--- src/rtl/seq_reduce_apply.sv ---
// Per-lane run-length reducer: merges consecutive updates to one vertex, emits on ID change or flush.
// Registered outputs, one update per lane per cycle; the flush drain holds busy high for two cycles.
module seq_reduce_apply #(
  parameter int NUM_CH             = 4,
  parameter int DST_ID_DWIDTH      = 32,
  parameter int VERTEX_BRAM_DWIDTH = 32,
  parameter int WB_VALID_WIDTH     = 4,
  parameter int BANK_LSB           = 2,
  parameter int MODE               = 0
) (
  input  logic                                 clk,
  input  logic                                 rst,
  input  logic [NUM_CH*DST_ID_DWIDTH-1:0]      in_dst_id,
  input  logic [NUM_CH*VERTEX_BRAM_DWIDTH-1:0] in_data,
  input  logic [NUM_CH-1:0]                    in_valid,
  input  logic                                 flush,
  output logic                                 busy,
  output logic [NUM_CH*DST_ID_DWIDTH-1:0]      wb_addr,
  output logic [NUM_CH*VERTEX_BRAM_DWIDTH-1:0] wb_data,
  output logic [NUM_CH*WB_VALID_WIDTH-1:0]     wb_valid,
  output logic                                 flush_done,
  output logic                                 err_drop
);

  localparam int DW = DST_ID_DWIDTH;
  localparam int VW = VERTEX_BRAM_DWIDTH;
  localparam int BW = $clog2(WB_VALID_WIDTH);

  typedef enum logic [1:0] {
    IDLE  = 2'd0,
    DRAIN = 2'd1,
    DONE  = 2'd2
  } state_t;

  state_t state, state_nxt;

  always_ff @(posedge clk) begin
    if (rst) state <= IDLE;
    else     state <= state_nxt;
  end

  always_comb begin
    state_nxt = state;
    case (state)
      IDLE:    if (flush) state_nxt = DRAIN;
      DRAIN:   state_nxt = DONE;
      DONE:    state_nxt = IDLE;
      default: state_nxt = IDLE;
    endcase
  end

  // Both decode straight from the state register, so they behave as registered outputs.
  assign busy       = (state != IDLE);
  assign flush_done = (state == DONE);

  always_ff @(posedge clk) begin
    if (rst)                     err_drop <= 1'b0;
    else if (busy && |in_valid)  err_drop <= 1'b1;
  end

  // Equal operands fall through to the held value, so min/max leave it untouched.
  function automatic logic [VW-1:0] reduce_val(input logic [VW-1:0] held,
                                                input logic [VW-1:0] upd);
    logic [VW:0] sum;
    sum = {1'b0, held} + {1'b0, upd};
    case (MODE)
      1:       reduce_val = sum[VW] ? {VW{1'b1}} : sum[VW-1:0];
      2:       reduce_val = (upd > held) ? upd : held;
      default: reduce_val = (upd < held) ? upd : held;
    endcase
  endfunction

  function automatic logic [WB_VALID_WIDTH-1:0] bank_sel(input logic [DW-1:0] id);
    bank_sel = '0;
    bank_sel[id[BANK_LSB +: BW]] = 1'b1;
  endfunction

  for (genvar k = 0; k < NUM_CH; k++) begin : g_lane
    logic [DW-1:0]             lane_id;
    logic [VW-1:0]             lane_data;
    logic                      hold_vld;
    logic [DW-1:0]             hold_id;
    logic [VW-1:0]             hold_data;
    logic                      hit;
    logic [DW-1:0]             emit_addr;
    logic [VW-1:0]             emit_data;
    logic [WB_VALID_WIDTH-1:0] emit_bank;

    assign lane_id   = in_dst_id[k*DW +: DW];
    assign lane_data = in_data[k*VW +: VW];
    assign hit       = hold_vld && (hold_id == lane_id);

    always_ff @(posedge clk) begin
      if (rst) begin
        hold_vld  <= 1'b0;
        hold_id   <= '0;
        hold_data <= '0;
        emit_addr <= '0;
        emit_data <= '0;
        emit_bank <= '0;
      end else begin
        emit_addr <= '0;
        emit_data <= '0;
        emit_bank <= '0;
        if (state == DRAIN) begin
          if (hold_vld) begin
            emit_addr <= hold_id;
            emit_data <= hold_data;
            emit_bank <= bank_sel(hold_id);
          end
          hold_vld <= 1'b0;
        end else if (!busy && in_valid[k]) begin
          if (hit) begin
            hold_data <= reduce_val(hold_data, lane_data);
          end else begin
            if (hold_vld) begin
              emit_addr <= hold_id;
              emit_data <= hold_data;
              emit_bank <= bank_sel(hold_id);
            end
            hold_id   <= lane_id;
            hold_data <= lane_data;
            hold_vld  <= 1'b1;
          end
        end
      end
    end

    assign wb_addr[k*DW +: DW]                             = emit_addr;
    assign wb_data[k*VW +: VW]                             = emit_data;
    assign wb_valid[k*WB_VALID_WIDTH +: WB_VALID_WIDTH]    = emit_bank;
  end

endmodule

--- config.mk ---
export PLATFORM = sky130hd
export DESIGN_NAME = seq_reduce_apply
export DESIGN_NICKNAME = d
export VERILOG_FILES = /design/src/rtl/seq_reduce_apply.sv
export SDC_FILE = /design/constraint.sdc
export NUM_CORES = 1
export LEC_CHECK = 0
export CAP_MARGIN = 10
export CORE_MARGIN = 1
export CORE_UTILIZATION = 30
export CTS_CLUSTER_DIAMETER = 30
export DETAILED_ROUTE_END_ITERATION = 10
export GPL_ROUTABILITY_DRIVEN = 1
export PLACE_DENSITY = 0.54
export SLEW_MARGIN = 25
export SYNTH_ARGS = -nofsm -noshare
export SYNTH_HDL_FRONTEND = slang
export SYNTH_SLANG_ARGS = --single-unit
export TNS_END_PERCENT = 30
--- constraint.sdc ---
create_clock -name clk -period 3.1 [get_ports clk]
set_clock_uncertainty 0.1 [all_clocks]
set_input_delay 0.62 -clock clk [delete_from_list [all_inputs] [get_ports clk]]
set_output_delay 0.62 -clock clk [all_outputs]
set_load 0.01 [all_outputs]
==> metrics.txt, run 1 <==
status=finished clean; CTS clk-pin slew, worst paths=0.04 ns; summed area of non-filler cells in the final layout=between 30000 and 40000 um2; clock network latency to the later pin of the worst-skew pair=0.69 ns; proportion of synthesized flip-flops having asynchronous set or reset=0%; most common cell after layout, fill and taps aside=clkdlybuf4s50_1; minimum period implied by the final worst setup slack=between 2 and 3 ns; Setup Buffers After CTS=0; yosys warns=0; area delta synth->final=53.2%; cells along the critical path=nor2_1 -> buf_4 -> inv_1 -> clkdlybuf4s50_1; Max clock buf depth=3; Synth Register Bits=around 540; area of the mapped netlist=22600 um2; initial antenna violation count=28; leakage power=13.3 nW; final count of pins violating max slew=0; hold buffer count at cts=0; RePlAce Congestion=0.882; number of synthesized flops with an enable pin=0; count of H-tree levels built during CTS=4; sequential element share of the synthesized area=47.4%; via/cell ratio=4.71; count of unique library cells instantiated by Yosys=56; CTS Root Buffer Type=clkbuf_16; number of gates resized after CTS=0; worst hold slack=approximately 0.28 ns; Sw Ratio=between 20% and 30%; placed wire-length estimate=54400 um; unrepaired setup endpoints after global routing=no; net count after synthesis=2742; Internal=19.6 mW; r2r setup slk=0.53 ns; peak supply drop=389 uV; violation count after the first detailed-routing iteration=866; total CTS buffers=140; portion of total power attributed to sequential cells=29.1%; standard-cell rows=100; clock sink total=535; max capacitance violation total=0; Total Die Area=76500 um2; Crit Path Category=reg2out; horizontal die dimension=277 um; crit end category=output pin; syn_area_per_cell=9.60 um2; placeable core region=74600 um2; All-Layer GR Usage=a little under a fifth; final antenna-violating net count=0; final setup violation count=0; starting utilization of the core area=30.3%; most used cells in the layout excluding fill and tap cells=clkdlybuf4s50_1, dfxtp_1, nand2b_1; combinational cell fraction of total power=9.4%; Setup Slack @ Placement=-0.179 ns; router iterations before antenna repair=5; pwr/cell area=737 nW/um2; proportion of power drawn by the clock network=roughly three fifths; count of vias placed by the detailed router=19100; number of nets in the layout=between 3000 and 4000; I/O pins=538; gate count after technology mapping=2355; post-detailed-route DRC marker count=0; type of element launching the critical path=flop; detailed-route wire length per cell=roughly 18 um; critical path data required time=around 2.4 ns; Critical Path AT=2.15 ns; Filler Cells Inserted=6872; transition time of the tightest slew-check pin=~0.60 ns; fraction of layout instances using a drive strength above 1=10.9%; number of buffer and inverter stages on the critical path=3; highest-delay cell along the critical path=clkdlybuf4s50_1; Crit path largest cell delay=0.54 ns; total detailed-routing wirelength=between 70000 and 80000 um; maximum clock frequency=about 350 MHz; least setup slack across all paths after layout=0.229 ns; Max FO, Critical Path=6; Die H=277 um; placement-stage cell area=29400 um2; vias in the first global route=20100; final hold vios=0; final worst-path cycle share=92.6%; pin count of the biggest net entering global routing=169; Max transition margin=59.9%; Hold Crit Class=in2reg; P_sw=5.97 mW; top flip-flop cell by instance count after synthesis=dfxtp_1; cell family contributing the most delay on the critical path=buffers and inverters; global-route wire length before repair=114000 um; global-route congestion overflow total=0; CTS tree=done; number of buffers added on ports=between 500 and 600; final total power=25.5 mW
==> final cells by class <==
| type | instances | area [um2] | share of cell area, % |
|---|---|---|---|
| multi-input cells | 1539 | 10800 | 31.2 |
| repair buffers | 618 | 6190 | 17.9 |
| inverters | 129 | 484 | 1.40 |
| clock buffers | 176 | 3860 | 11.1 |
| well taps | 969 | 1210 | 3.50 |
| diodes | 9 | 22.5 | 0.0650 |
| clock inverters | 77 | 1340 | 3.87 |
| flip-flops and latches | 535 | 10700 | 30.9 |
==> cells by family after synthesis <==
| kind of cell | Yosys count | synth area share [%] |
|---|---|---|
| AO/OA/AOI/OAI | 291 | 7.19 |
| XOR/XNOR | 126 | 4.88 |
| adder cells (fa/ha/maj) | 124 | 6.86 |
| buffers and inverters | 281 | 5.11 |
| flip-flops | 535 | 47.4 |
| multiplexers | 160 | 7.08 |
| AND/OR/NAND/NOR | 838 | 21.5 |
==> worst paths after layout <==
path              cells past startpoint                      end                     from
hold reg to reg                       2  g_lane[1].emit_data[21]  g_lane[1].hold_data[21]
hold / removal                        2    g_lane[0].hold_id[11]                      rst
setup reg to reg                     10  g_lane[3].hold_data[16]  g_lane[3].hold_data[15]
setup / recovery                      4                     busy                 state[0]
==> registers in the layout, summed over array words and instances, names as in the netlist <==
register and count:
g_lane.hold_id 128, g_lane.emit_data 128, g_lane.hold_data 128, err_drop 1, g_lane.emit_addr 128, g_lane.emit_bank 16, g_lane.hold_vld 4, state 2
==> power groups by stage <==
stage | logic, mW | registers (mW) | clock network [mW]
2_1_floorplan | 1.40 | 7.49 | 0
3_3_place_gp | 2.37 | 7.53 | 0
3_5_place_dp | 2.41 | 7.54 | 0
4_1_cts | 2.43 | 7.42 | 16.0
5_1_grt | 2.66 | 7.45 | 16.4
6_report | 2.41 | 7.42 | 15.7
==> worst register-to-register path, stage by stage (launching register included) <==
cell       delay, ns
dfxtp_1         0.33
inv_1           0.07
ha_1            0.29
nand4_1         0.16
nor4_1          0.32
a32oi_1         0.17
a211oi_1        0.27
buf_4           0.16
a2bb2oi_4       0.16
buf_12          0.22
mux2i_1         0.23
==> routing by layer <==
| metal | global-route usage, % | part of all wire (%) |
|---|---|---|
| met1 | 21.3 | 41 |
| met4 | 8.64 | 3.3 |
| met3 | 8.18 | 8.7 |
| met5 | 0 | 0.40 |
| met2 | 31.6 | 47 |
==> synthesized netlist by cell type, types with 68 or more instances <==
cell type  count  area, um2
mux2i_1      160       1600
nand2b_1     262       1640
nor3_1       107        536
inv_1        129        484
dfxtp_1      535      10700
a21oi_1      141        706
nor3b_1      103        773
clkbuf_1     116        435
nand3_1       99        495
ha_1         124       1550
xnor2_1      123       1080
o21ai_0      103        515
and2_1        68        425
==> per-stage QoR <==
step / std cells / TNS (ns) / util (%)
floorplan: 2355 / 0 / -
global placement: 3790 / -11.72 / 39.4
detailed placement: 3790 / -18.07 / 39.4
CTS: 4043 / 0 / 46.4
global route: 4048 / 0 / 46.4
finish: 4052 / 0 / 46.5
(Power assumes the default switching activity.)
==> run 2, diff against run 1 <==
==> constraint.sdc (replaced) <==
create_clock -name clk -period 3.7 [get_ports clk]
set_clock_uncertainty 0.1 [all_clocks]
set_input_delay 0.74 -clock clk [delete_from_list [all_inputs] [get_ports clk]]
set_output_delay 0.74 -clock clk [all_outputs]
set_load 0.01 [all_outputs]
==> metrics.txt, run 2 (synthesized netlist as in run 1, its figures left out) <==
number of buffer and inverter stages on the critical path=2; count of vias placed by the detailed router=19000; transition time of the tightest slew-check pin=0.848 ns; most used cells in the layout excluding fill and tap cells=clkdlybuf4s50_1, dfxtp_1, nand2b_1; I/O pins=between 500 and 600; violation count after the first detailed-routing iteration=946; global-route congestion overflow total=0; All-Layer GR Usage=19.3%; Cell Count Post-Placement=3756; count of H-tree levels built during CTS=4; P_sw=5.02 mW; Finished Layout Cells=4013; CTS clk-pin slew, worst paths=0.04 ns; Setup Buffers After CTS=0; max capacitance violation total=0; Max transition margin=43.5%; placeable core region=74600 um2; minimum period implied by the final worst setup slack=3.14 ns; proportion of power drawn by the clock network=approximately 60%; hold buffer count at cts=0; CTS tree=done; Hold Crit Class=in2reg; clock network latency to the later pin of the worst-skew pair=just under 0.7 ns; Max clock buf depth=3; Critical Path AT=2.30 ns; portion of total power attributed to sequential cells=~30%; final count of pins violating max slew=0; fraction of layout instances using a drive strength above 1=under 10%; cell family contributing the most delay on the critical path=buffers and inverters; initial antenna violation count=17; final hold vios=0; pwr/cell area=611 nW/um2; detailed-route wire length per cell=about 19 um; crit end category=output pin; final setup violation count=0; via/cell ratio=between 4 and 5; leakage power=13.1 nW; number of gates resized after CTS=0; starting utilization of the core area=30.3%; RePlAce Congestion=0.888; Setup Slack @ Placement=roughly 0.17 ns; clock sink total=535; highest-delay cell along the critical path=clkdlybuf4s50_1; placed wire-length estimate=54000 um; pin count of the biggest net entering global routing=around 140; critical path data required time=2.86 ns; Crit Path Category=reg2out; status=finished clean; unrepaired setup endpoints after global routing=no; horizontal die dimension=between 200 and 300 um; Crit path largest cell delay=just under 0.6 ns; combinational cell fraction of total power=9.5%; Die H=approximately 280 um; area delta synth->final=50.9%; peak supply drop=around 400 uV; maximum clock frequency=318 MHz; total detailed-routing wirelength=between 70000 and 80000 um; least setup slack across all paths after layout=0.556 ns; Total Die Area=76500 um2; Sw Ratio=24.1%; vias in the first global route=~20000; most common cell after layout, fill and taps aside=clkdlybuf4s50_1; final worst-path cycle share=85.0%; Max FO, Critical Path=8; global-route wire length before repair=115000 um; final antenna-violating net count=0; worst hold slack=0.341 ns; setup total negative slack=0 ns; number of buffers added on ports=537; standard-cell rows=100; type of element launching the critical path=flop; cells along the critical path=nor2_1 -> inv_1 -> clkdlybuf4s50_1; router iterations before antenna repair=5; number of nets in the layout=approximately 3300; post-detailed-route DRC marker count=0; Internal=around 16 mW; CTS Root Buffer Type=clkbuf_16; total CTS buffers=139
-- run 2: cell types whose count changed in the layout (fill, tap and decap cells not counted), sizes merged --
cell	change
buf	-34
clkbuf	+14
bufinv	-10
diode	-6
clkinvlp	-5
clkinv	+4
inv	-2
-- run 2: cell type report --
| cell class | count | area [um2] |
|---|---|---|
| Fill cell | 6978 | 40400 |
| Tap cell | 969 | 1210 |
| Clock buffer | 190 | 3990 |
| Inverter | 129 | 484 |
| Multi-Input combinational cell | 1539 | 10800 |
| Clock inverter | 64 | 1010 |
| Timing Repair Buffer | 584 | 5880 |
| Antenna cell | 3 | 7.51 |
| Sequential cell | 535 | 10700 |
-- run 2: power by group through the flow --
stage	combinational (mW)	clock, mW	sequential [mW]
2_1_floorplan	1.17	0	6.28
3_3_place_gp	1.94	0	6.31
3_5_place_dp	1.98	0	6.32
4_1_cts	1.99	12.9	6.22
5_1_grt	2.17	13.2	6.24
6_report	1.97	12.6	6.22
-- run 2: path summary, 6_finish.rpt --
kind / start / slack, ns / cells after the start / endpoint
setup / recovery: state[0] / 0.56 / 3 / busy
hold reg to reg: g_lane[0].hold_data[30] / 0.35 / 2 / g_lane[0].emit_data[30]
hold / removal: rst / 0.34 / 2 / g_lane[0].hold_id[21]
setup reg to reg: g_lane[3].hold_data[14] / 1.03 / 9 / g_lane[3].hold_data[27]
-- run 2: routing by layer --
layer / up-vias / GRT usage [%] / share of wire (%)
met5: - / 0 / 0.26
met4: 28 / 6.89 / 2.3
met3: 156 / 7.91 / 9.1
met2: 674 / 32.5 / 48
met1: 9006 / 21.8 / 40
li1: 9183 / - / -
-- run 2: through the flow --
stage                     area [um2]  utilization [%]  power [mW]
after floorplan                22600                -        7.45
after global placement         29100             39.0        8.25
after detailed placement       29100             39.0        8.29
after CTS                      34100             45.8        21.1
after global routing           34100             45.8        21.6
final                          34100             45.8        20.8
==> run 3, diff against run 2 <==
==> constraint.sdc (replaced) <==
create_clock -name clk -period 3.1 [get_ports clk]
set_clock_uncertainty 0.1 [all_clocks]
set_input_delay 0.62 -clock clk [delete_from_list [all_inputs] [get_ports clk]]
set_output_delay 0.62 -clock clk [all_outputs]
set_load 0.01 [all_outputs]
==> results of run 3 <==
No change in the layout: final DEF, timing and power equal those of run 1.
